[src/rtl/axi_coeff_pkg.sv]
// Shared definitions for the AXI4-Lite coefficient bank.
// Holds the register-map word indices, the CTRL/STATUS bit positions and
// the AXI response encodings. It also holds the write/read FSM state
// encodings and a helper that assembles the STATUS word.
package axi_coeff_pkg;

   localparam int CTRL_WORD       = 62;
   localparam int STATUS_WORD     = 63;

   localparam int CTRL_COMMIT_BIT = 0;
   localparam int CTRL_IMM_BIT    = 1;

   localparam int STATUS_PEND_BIT = 0;
   localparam int STATUS_CNT_LSB  = 8;

   localparam logic [1:0] RESP_OKAY   = 2'b00;
   localparam logic [1:0] RESP_SLVERR = 2'b10;

   typedef enum logic [1:0] {
      WR_IDLE      = 2'd0,
      WR_HAVE_ADDR = 2'd1,
      WR_HAVE_DATA = 2'd2,
      WR_RESP      = 2'd3
   } wr_state_e;

   typedef enum logic {
      RD_IDLE  = 1'b0,
      RD_VALID = 1'b1
   } rd_state_e;

   function automatic logic [31:0] make_status(input logic pending, input logic [7:0] count);
      logic [31:0] s;
      s = '0;
      s[STATUS_PEND_BIT] = pending;
      s[STATUS_CNT_LSB +: 8] = count;
      return s;
   endfunction

endpackage

[src/rtl/coeff_bank_regs.sv]
// Shadow and active coefficient storage plus the bank swap logic.
// Ports:
//   clk, rst            clock, asynchronous active-low reset
//   wr_en/wr_idx        shadow write strobe and coefficient index
//   wr_data/wr_strb     AXI write data and byte strobes
//   commit_set          CTRL write with the commit bit set
//   imm_set             CTRL write requesting an immediate swap
//   frame_start         frame boundary pulse
//   rd_idx/rd_val       shadow read index and its sign-extended value
//   coeff               active bank, flat, coefficient k at [k*CW +: CW]
//   coeff_update        one-cycle pulse, the cycle after a swap
//   commit_pending      a swap is armed
//   swap_count          number of swaps, mod 256
module coeff_bank_regs
   import axi_coeff_pkg::*;
#(
   parameter int KSIZE = 5,
   parameter int CW    = 16,
   parameter int WW    = 6
) (
   input  logic                      clk,
   input  logic                      rst,
   input  logic                      wr_en,
   input  logic [WW-1:0]             wr_idx,
   input  logic [31:0]               wr_data,
   input  logic [3:0]                wr_strb,
   input  logic                      commit_set,
   input  logic                      imm_set,
   input  logic                      frame_start,
   input  logic [WW-1:0]             rd_idx,
   output logic [31:0]               rd_val,
   output logic [KSIZE*KSIZE*CW-1:0] coeff,
   output logic                      coeff_update,
   output logic                      commit_pending,
   output logic [7:0]                swap_count
);

   localparam int NCOEF = KSIZE * KSIZE;

   logic [CW-1:0] shadow [NCOEF];
   logic [CW-1:0] active [NCOEF];
   logic [CW-1:0] bit_mask;
   logic [CW-1:0] rd_raw;
   logic          imm_req;
   logic          swap;
   logic          unused_wr_bits;

   // Bytes of the 32-bit word above CW have no storage.
   assign unused_wr_bits = ^{wr_data, wr_strb};

   always_comb begin
      bit_mask = '0;
      for (int i = 0; i < CW; i++) begin
         bit_mask[i] = wr_strb[i / 8];
      end
   end

   assign swap = imm_req | (frame_start & commit_pending);

   // Active takes the pre-write shadow contents when a shadow write
   // lands in the swap cycle (both use the old shadow value).
   always_ff @(posedge clk or negedge rst) begin
      if (!rst) begin
         for (int k = 0; k < NCOEF; k++) begin
            shadow[k] <= '0;
            active[k] <= '0;
         end
      end else begin
         for (int k = 0; k < NCOEF; k++) begin
            if (swap) begin
               active[k] <= shadow[k];
            end
            if (wr_en && (int'(wr_idx) == k)) begin
               shadow[k] <= (shadow[k] & ~bit_mask) | (wr_data[CW-1:0] & bit_mask);
            end
         end
      end
   end

   // A new commit wins over the clearing swap, so a CTRL write that
   // coincides with a swap stays armed for the next frame_start.
   always_ff @(posedge clk or negedge rst) begin
      if (!rst) begin
         commit_pending <= 1'b0;
         imm_req        <= 1'b0;
         swap_count     <= '0;
         coeff_update   <= 1'b0;
      end else begin
         coeff_update <= swap;
         imm_req      <= imm_set;
         if (swap) begin
            swap_count <= swap_count + 8'd1;
         end
         if (commit_set) begin
            commit_pending <= 1'b1;
         end else if (swap) begin
            commit_pending <= 1'b0;
         end
      end
   end

   always_comb begin
      rd_raw = '0;
      for (int k = 0; k < NCOEF; k++) begin
         if (int'(rd_idx) == k) begin
            rd_raw = shadow[k];
         end
      end
      rd_val = 32'(signed'(rd_raw));
   end

   for (genvar g = 0; g < NCOEF; g++) begin : g_coeff
      assign coeff[g*CW +: CW] = active[g];
   end

endmodule

[src/rtl/axi_coeff_bank.sv]
// AXI4-Lite slave for a double-buffered KSIZE x KSIZE coefficient bank.
// Ports:
//   clk, rst                  clock, asynchronous active-low reset
//   s_axi_aw*/w*/b*           write address, write data, write response
//   s_axi_ar*/r*              read address, read data
//   frame_start               frame boundary pulse for deferred swaps
//   coeff                     active bank, flat
//   coeff_update              one-cycle pulse after a swap
//   dbg_wr_state/dbg_rd_state current write/read FSM state
// Handshakes: a transfer happens on a rising edge where valid and ready are
// both high. A source holds valid and its payload stable until that edge.
// A ready never depends on the matching valid.
module axi_coeff_bank
   import axi_coeff_pkg::*;
#(
   parameter int KSIZE     = 5,
   parameter int CW        = 16,
   parameter int ADDR_BITS = 8
) (
   input  logic                      clk,
   input  logic                      rst,
   input  logic [ADDR_BITS-1:0]      s_axi_awaddr,
   input  logic                      s_axi_awvalid,
   output logic                      s_axi_awready,
   input  logic [31:0]               s_axi_wdata,
   input  logic [3:0]                s_axi_wstrb,
   input  logic                      s_axi_wvalid,
   output logic                      s_axi_wready,
   output logic [1:0]                s_axi_bresp,
   output logic                      s_axi_bvalid,
   input  logic                      s_axi_bready,
   input  logic [ADDR_BITS-1:0]      s_axi_araddr,
   input  logic                      s_axi_arvalid,
   output logic                      s_axi_arready,
   output logic [31:0]               s_axi_rdata,
   output logic [1:0]                s_axi_rresp,
   output logic                      s_axi_rvalid,
   input  logic                      s_axi_rready,
   input  logic                      frame_start,
   output logic [KSIZE*KSIZE*CW-1:0] coeff,
   output logic                      coeff_update,
   output logic [1:0]                dbg_wr_state,
   output logic                      dbg_rd_state
);

   localparam int WW    = ADDR_BITS - 2;
   localparam int NCOEF = KSIZE * KSIZE;

   wr_state_e            wr_state, wr_next;
   rd_state_e            rd_state, rd_next;
   logic                 out_en;
   logic [ADDR_BITS-1:0] aw_q;
   logic [31:0]          w_data_q;
   logic [3:0]           w_strb_q;
   logic [1:0]           bresp_q;
   logic [31:0]          rdata_q;
   logic [1:0]           rresp_q;
   logic                 aw_hs, w_hs, ar_hs, wr_fire;
   logic [ADDR_BITS-1:0] eff_addr;
   logic [31:0]          eff_data;
   logic [3:0]           eff_strb;
   logic [WW-1:0]        wr_word, rd_word;
   logic                 wr_is_coeff, wr_is_ctrl;
   logic                 rd_is_coeff, rd_is_ctrl, rd_is_status;
   logic                 commit_set, imm_set, commit_pending;
   logic [7:0]           swap_count;
   logic [31:0]          coeff_rd;
   logic                 unused_addr_lsbs;

   assign unused_addr_lsbs = ^{eff_addr[1:0], s_axi_araddr[1:0]};

   // Holds every ready low until the first clock after reset release.
   always_ff @(posedge clk or negedge rst) begin
      if (!rst) out_en <= 1'b0;
      else      out_en <= 1'b1;
   end

   assign aw_hs = s_axi_awvalid & s_axi_awready;
   assign w_hs  = s_axi_wvalid  & s_axi_wready;
   assign ar_hs = s_axi_arvalid & s_axi_arready;

   // ---------------- write FSM ----------------
   always_ff @(posedge clk or negedge rst) begin
      if (!rst) wr_state <= WR_IDLE;
      else      wr_state <= wr_next;
   end

   always_comb begin
      wr_next = wr_state;
      case (wr_state)
         WR_IDLE: begin
            if (aw_hs && w_hs) wr_next = WR_RESP;
            else if (aw_hs)    wr_next = WR_HAVE_ADDR;
            else if (w_hs)     wr_next = WR_HAVE_DATA;
         end
         WR_HAVE_ADDR: if (w_hs)         wr_next = WR_RESP;
         WR_HAVE_DATA: if (aw_hs)        wr_next = WR_RESP;
         WR_RESP:      if (s_axi_bready) wr_next = WR_IDLE;
         default:                        wr_next = WR_IDLE;
      endcase
   end

   always_comb begin
      s_axi_awready = 1'b0;
      s_axi_wready  = 1'b0;
      s_axi_bvalid  = 1'b0;
      wr_fire       = 1'b0;
      case (wr_state)
         WR_IDLE: begin
            s_axi_awready = out_en;
            s_axi_wready  = out_en;
            wr_fire       = aw_hs & w_hs;
         end
         WR_HAVE_ADDR: begin
            s_axi_wready = out_en;
            wr_fire      = w_hs;
         end
         WR_HAVE_DATA: begin
            s_axi_awready = out_en;
            wr_fire       = aw_hs;
         end
         WR_RESP: s_axi_bvalid = 1'b1;
         default: ;
      endcase
   end

   assign s_axi_bresp  = bresp_q;
   assign dbg_wr_state = wr_state;

   always_ff @(posedge clk or negedge rst) begin
      if (!rst) begin
         aw_q     <= '0;
         w_data_q <= '0;
         w_strb_q <= '0;
         bresp_q  <= RESP_OKAY;
      end else begin
         if (aw_hs) aw_q <= s_axi_awaddr;
         if (w_hs) begin
            w_data_q <= s_axi_wdata;
            w_strb_q <= s_axi_wstrb;
         end
         if (wr_fire) bresp_q <= (wr_is_coeff || wr_is_ctrl) ? RESP_OKAY : RESP_SLVERR;
      end
   end

   // The half that completes last comes straight from the bus this cycle.
   assign eff_addr = (wr_state == WR_HAVE_ADDR) ? aw_q     : s_axi_awaddr;
   assign eff_data = (wr_state == WR_HAVE_DATA) ? w_data_q : s_axi_wdata;
   assign eff_strb = (wr_state == WR_HAVE_DATA) ? w_strb_q : s_axi_wstrb;

   assign wr_word     = eff_addr[ADDR_BITS-1:2];
   assign wr_is_coeff = int'(wr_word) < NCOEF;
   assign wr_is_ctrl  = int'(wr_word) == CTRL_WORD;
   assign commit_set  = wr_fire & wr_is_ctrl & eff_strb[0] & eff_data[CTRL_COMMIT_BIT];
   assign imm_set     = commit_set & eff_data[CTRL_IMM_BIT];

   // ---------------- read FSM ----------------
   always_ff @(posedge clk or negedge rst) begin
      if (!rst) rd_state <= RD_IDLE;
      else      rd_state <= rd_next;
   end

   always_comb begin
      rd_next = rd_state;
      case (rd_state)
         RD_IDLE:  if (ar_hs)        rd_next = RD_VALID;
         RD_VALID: if (s_axi_rready) rd_next = RD_IDLE;
         default:                    rd_next = RD_IDLE;
      endcase
   end

   always_comb begin
      s_axi_arready = out_en & (rd_state == RD_IDLE);
      s_axi_rvalid  = (rd_state == RD_VALID);
   end

   assign s_axi_rdata  = rdata_q;
   assign s_axi_rresp  = rresp_q;
   assign dbg_rd_state = rd_state;

   assign rd_word      = s_axi_araddr[ADDR_BITS-1:2];
   assign rd_is_coeff  = int'(rd_word) < NCOEF;
   assign rd_is_ctrl   = int'(rd_word) == CTRL_WORD;
   assign rd_is_status = int'(rd_word) == STATUS_WORD;

   always_ff @(posedge clk or negedge rst) begin
      if (!rst) begin
         rdata_q <= '0;
         rresp_q <= RESP_OKAY;
      end else if (ar_hs) begin
         rresp_q <= RESP_OKAY;
         if (rd_is_coeff)       rdata_q <= coeff_rd;
         else if (rd_is_status) rdata_q <= make_status(commit_pending, swap_count);
         else if (rd_is_ctrl)   rdata_q <= '0;
         else begin
            rdata_q <= '0;
            rresp_q <= RESP_SLVERR;
         end
      end
   end

   coeff_bank_regs #(
      .KSIZE (KSIZE),
      .CW    (CW),
      .WW    (WW)
   ) u_regs (
      .clk            (clk),
      .rst            (rst),
      .wr_en          (wr_fire & wr_is_coeff),
      .wr_idx         (wr_word),
      .wr_data        (eff_data),
      .wr_strb        (eff_strb),
      .commit_set     (commit_set),
      .imm_set        (imm_set),
      .frame_start    (frame_start),
      .rd_idx         (rd_word),
      .rd_val         (coeff_rd),
      .coeff          (coeff),
      .coeff_update   (coeff_update),
      .commit_pending (commit_pending),
      .swap_count     (swap_count)
   );

endmodule

[config.mk]
export PLATFORM = sky130hd
export DESIGN_NAME = axi_coeff_bank
export DESIGN_NICKNAME = d
export VERILOG_FILES = /design/src/rtl/axi_coeff_pkg.sv /design/src/rtl/coeff_bank_regs.sv /design/src/rtl/axi_coeff_bank.sv
export SDC_FILE = /design/constraint.sdc
export NUM_CORES = 2
export LEC_CHECK = 0
export ABC_AREA = 1
export BUFFER_PORTS_ARGS = -buffer_cell sky130_fd_sc_hd__buf_2
export CAP_MARGIN = 20
export CORE_MARGIN = 2
export CORE_UTILIZATION = 54
export DETAILED_ROUTE_END_ITERATION = 16
export PLACE_DENSITY_LB_ADDON = 0.15
export SLEW_MARGIN = 20
export SYNTH_ARGS = -nofsm -noshare
export SYNTH_HDL_FRONTEND = slang
export SYNTH_SLANG_ARGS = --single-unit
[constraint.sdc]
create_clock -name clk -period 6.9 [get_ports clk]
set_clock_uncertainty 0.1 [all_clocks]
set_input_delay 1.38 -clock clk [delete_from_list [all_inputs] [get_ports clk]]
set_output_delay 1.38 -clock clk [all_outputs]
set_load 0.005 [all_outputs]
# Yosys cells after proc, flatten, opt, wreduce, memory -nomap -nowiden
# Cells that the tools add are included.
[totals] regBits=877 in_bits=60 out_inout_bits=445 elab_cells=273
[classes] n_addsub=1 order_cmp=2 n_eq_ne=58 n_mux=50 n_bitwise=65 reduce_logical=34
[op_table] cell="16-bit 2-to-1 mux" n=27
[op_table] cell="16-bit AND" n=26
[op_table] cell="16-bit OR" n=25
[op_table] cell="6-bit equality test (second input constant)" n=18
[op_table] cell="6-bit by 5-bit equality test with 1-bit output (second input constant)" n=16
[op_table] cell="6-bit by 4-bit equality test with 1-bit output (second input constant)" n=8
[op_table] cell="32-bit 2-to-1 mux" n=1
[op_table] cell="1-bit logical AND" n=26
[op_table] cell="6-bit by 2-bit equality test with 1-bit output (second input constant)" n=4
[op_table] cell="6-bit by 3-bit equality test with 1-bit output (second input constant)" n=4
[op_table] cell="2-bit 2-to-1 mux" n=11
[op_table] cell="16-bit NOT" n=1
[op_table] cell="6-bit zero test" n=2
[op_table] cell="6-bit by 5-bit < comparator with 1-bit output (second input constant)" n=2
[op_table] cell="1-bit AND" n=11
[op_table] cell="8-bit by 1-bit adder with 8-bit output (second input constant)" n=1
[op_table] cell="8-bit 2-to-1 mux" n=1
[op_table] cell="2-bit case mux with 4 select lines" n=1
[op_table] cell="1-bit 2-to-1 mux" n=7
[op_table] cell="6-bit by 1-bit equality test with 1-bit output (second input constant)" n=1
[op_table] cell="2-bit inequality test (second input constant)" n=3
[op_table] cell="2-bit equality test (second input constant)" n=2
[op_table] cell="4-bit inequality test (second input constant)" n=1
[op_table] cell="4-bit AND reduction" n=1
[op_table] cell="9 further kinds" n=10

# Longest topological paths before layout
[depth] word_depth=27 mapped_depth=21 ltp_nobuf=20

# By module
# A second synthesis with hierarchy kept.
[unflattened] cells_unflattened=4431 hier_area_um2=37083.1
[modules_own_cells] module="coeff_bank_regs" n_inst=1 cells_per_inst=3883 area_per_inst_um2=33010.4 seq_area_each_um2=20294.5
[modules_own_cells] module="axi_coeff_bank" n_inst=1 cells_per_inst=548 area_per_inst_um2=4072.7 seq_area_each_um2=2001.9

# Worst setup path before layout
# Ideal clock, no wire load.
[synth_path] kind="in2reg" start="in s_axi_araddr[4]" end="reg rdata_q[4], in the netlist s_axi_rdata[4]" setup_time_ps=117 arrival_time_ps=3241 t_required_ps=6683 slack_ps=3443 cell_stages=19 n_path_buf=2 path_cell_list="buf_2 inv_1 nor2_1 nand2_1 nor2_1 buf_2 nand2_1 nand2_1 nand3_1 nor3_1 nand4_1 nor2_1 nand4_1 nor2_1 nand4_1 nor2_1 nand4_1 nand2_1 nand2_1"
[synth_via] elab_chain_len=27 elab_cells_between_ends=52 cone_classes="order compare: 1; eq/ne: 24; mux: 26; reduce/logical: 1"
[synth_lines] item="start, declared" line="axi_coeff_bank.sv:32" rtl="input logic [ADDR_BITS-1:0] s_axi_araddr,"
[synth_lines] item="6-bit zero test" line="coeff_bank_regs.sv:105" rtl="if (int'(rd_idx) == k) begin"
[synth_lines] item="16-bit 2-to-1 mux (25 in a row)" line="coeff_bank_regs.sv:105"
[synth_lines] item="32-bit 2-to-1 mux (*)" line="axi_coeff_bank.sv:192" rtl="if (rd_is_coeff) rdata_q <= coeff_rd;"
[synth_lines] item="end signal, assigned" line="axi_coeff_bank.sv:192"
[synth_lines] item="end signal, assigned" line="axi_coeff_bank.sv:193" rtl="else if (rd_is_status) rdata_q <= make_status(commit_pending, swap_count);"
[synth_lines] item="end, declared" line="axi_coeff_bank.sv:56" rtl="logic [31:0] rdata_q;"
# Every way passes the cells marked *; elsewhere a longest branch is shown, timed or not.
# A chain may end at the register's enable or synchronous reset.

# Worst setup path after layout
[layout_path] start="in s_axi_araddr[6]" end="reg rdata_q[3], in the netlist s_axi_rdata[3]"
# The elaborated chain is that of the path after synthesis.

==> results.yml <==
routing:
  drc: 0
  drt_pass1_iterations: 6
  ant_nets: 0
  drt-initial-drc-count: 3871
  drt_wl_total_um: 119000
  vias: 30400
  wl_per_cell_um: 21.4
  viasPerCell: 5.50
place:
  dp_hpwl_um: 82600
  place_congestion: 0.960
  pre_cts_ws_ns: 1.94
  port_buffers: 480
  place_area_um2: 38900
clocking:
  clkSlewWorstSetupHoldPaths_ns: 0.06
  cts_setup_buffers: 0
  cts_max_level: 3
  cts_made_buffers: 88
  clock_path_buffers: 3
  cts.sink_count: 858
  cts_resized: 0
  cts_tree: "built"
  clockRootBuffer: "clkbuf_16"
  hold_buffers: 0
  clk_latency_ns: 0.65
setup_path:
  startpoint_type: "input port"
  worst_setup_path_end_kind: "register"
  worstPathArrival_ns: 4.92
  cpPeakStageDelay_ns: 0.65
  path_max_fanout: 8
  path_cells: "buf_2, nor2_2, inv_2, nor3_1, inv_1, nor2_1, nand2_1, nand2_1, nand4_1, nor2_1, nand4_1, nor2_1, nand4_1, nor2_1, nand4_1, nand2_1, nand2_1"
  path_delay_family: "simple AND/OR/NAND/NOR gates"
  critPathRequiredTime_ns: 7.33
  slowest_stage: "nor2_1"
  crit_type: "in -> reg"
  crit_buf_inv: 3
floorplan:
  rows: 94
  start_util_pct: 54.5
  die_area_um2: 68600
  die_w_um: 262
  io_pins: 505
  core_area_um2: 65900
  die_height_um: 262
pwr:
  p_per_area_nw_per_um2: 329
  peakVddDrop_v: 0.000261
  p_leak_nw: 22.0
global_routing:
  grt_pass1_vias: 27900
  globalRoute.totalOverflow: 0
  antenna_found_initial: 2
  grt_pass1_wl_um: 175000
  grt.total_usage_pct: 34.4
  grt_max_degree: 249
synth:
  synth_most_common_cell: "nand2_1"
  synth-edff-count: 0
  yosysSeqAreaShare_pct: 59.8
  synth_seq_cells: 858
  netlist.top_cell.by_area: "dfrtp_1"
  netlist_instances: 4195
  synth_cell_types: 44
  async_reset_ff_share_pct: 100
  synth.cell_area_um2: 35900
  ys.flop_type: "dfrtp_1"
  ys_warn_count: 0
  synthTopCellsByArea: "dfrtp_1 60%, nand2_1 18%, o21ai_0 6.4%"
  syn_avg_cell_area_um2: 8.56
  netlist.area_leader.share_pct: 59.8
  synth_commonest_cells: "1769 x nand2_1, 858 x dfrtp_1, 457 x o21ai_0"
timing:
  whs_ns: 0.365
  slew_viol_final: 0
  post-route-period-util_pct: 65.1
  setup_ws_ns: 2.41
  grt_setup_unrepaired: "false"
  setup_viol_count_final: 0
  hold_viol_final: 0
  fmax_mhz: 223
  tns_ns: 0
  slew_headroom_pct: 13.9
  tightest_slew_ns: 1.28
  fin_crit_ns: 4.49
min_path:
  min_path_type: "reg -> reg"
run_status:
  outcome: "finished, final reports clean"
run:
  drv_cap: 0
finish:
  design_area_um2: 42000
  drive_gt1_share_pct: 16.7
  nNetsFinal: 4663
  syn2layout_area_growth_pct: 17.1
[layout make-up]
cell class	count	area, um2
Inverter	273	1030
Timing Repair Buffer	540	2970
Clock buffer	122	2550
Antenna cell	6	15.0
Sequential cell	858	21500
Fill cell	5693	23800
Multi-Input combinational cell	2837	12400
Clock inverter	39	563
Tap cell	864	1080
[per-stage QoR]
| stage | power, mW | cells | util (%) |
|---|---|---|---|
| floorplan | 7.28 | 4196 | - |
| global placement | 8.66 | 5370 | 59.0 |
| detailed placement | 8.72 | 5370 | 59.0 |
| CTS | 13.8 | 5531 | 63.7 |
| global route | 14.3 | 5533 | 63.8 |
| finish | 13.8 | 5539 | 63.8 |
[placed cells by master (no fill, tap or decap), types with 7 or more instances in the layout]
cell       instances
clkinv_2          14
nand4_1           77
inv_2              8
buf_4             52
nand3_4           19
clkbuf_16         88
o21ai_0          449
or2_2             26
clkbuf_8          22
nor2_2            13
bufinv_16         12
nand2_1         1769
xor2_1             7
nor3_1            10
inv_1            263
nor2_1           184
o21ai_1          150
a21oi_1           48
clkbuf_1          12
nand3_1           35
dfrtp_1          858
buf_2            479
[power by group]
group          switching [mW]  total (mW)  leakage [nW]  internal, mW
Clock                    2.06        5.11          1.52          3.04
Combinational            1.93        2.67          9.18         0.735
Sequential              0.430        6.07          11.3          5.64
[worst reg2reg max path, stage by stage, from the launching register on]
cell     delay [ns]
dfrtp_1        0.42
inv_1          0.10
ha_1           0.39
inv_2          0.13
a21oi_2        0.22
nand2_2        0.37
inv_1          0.24
nand2_1        0.09
o21ai_2        0.15
nand2_1        0.22
nor2_4         0.21
nand3_1        0.14
nor2_1         0.79
nand2_1        0.16
o21ai_0        0.14
[logic make-up (layout without fill, tap and decap cells)]
logic type | count (synthesis) | count (layout) | synth area share, %
AO/OA/AOI/OAI | 667 | 667 | 9.44
adder cells (fa/ha/maj) | 5 | 5 | 0.174
buffers and inverters | 501 | 974 | 5.89
AND/OR/NAND/NOR | 2154 | 2154 | 24.5
flip-flops | 858 | 858 | 59.8
multiplexers | 1 | 1 | 0.0279
XOR/XNOR | 7 | 7 | 0.171
other | 2 | 9 | 0.0209
[metal layers]
layer / wire, um / share of wire, % / track usage [%] / up-vias
li1: - / - / - / 14000
met1: 48100 / 41 / 49.1 / 14600
met2: 53100 / 45 / 51.1 / 1612
met3: 13300 / 11 / 8.75 / 208
met4: 4220 / 3.6 / 13.1 / 4
met5: 27 / 0.023 / 0 / -
[final timing paths]
check,from,to,slack (ns),cells past startpoint
max in group asynchronous,rst,async pin,4.50,2
hold reg to reg,u_regs.swap_count[6]$_DFFE_PN0P_,u_regs.swap_count[6]$_DFFE_PN0P_,0.36,1
hold / removal,u_regs.swap_count[6]$_DFFE_PN0P_,u_regs.swap_count[6]$_DFFE_PN0P_,0.36,1
setup reg to reg,dbg_wr_state[1]$_DFFE_PN0P_,register,2.93,14
min in group asynchronous,rst,u_regs.coeff[62]$_DFFE_PN0P_,0.70,1
setup / recovery,s_axi_araddr[6],s_axi_rdata[3]$_DFFE_PN0P_,2.41,17
(Power assumes the default switching activity.)
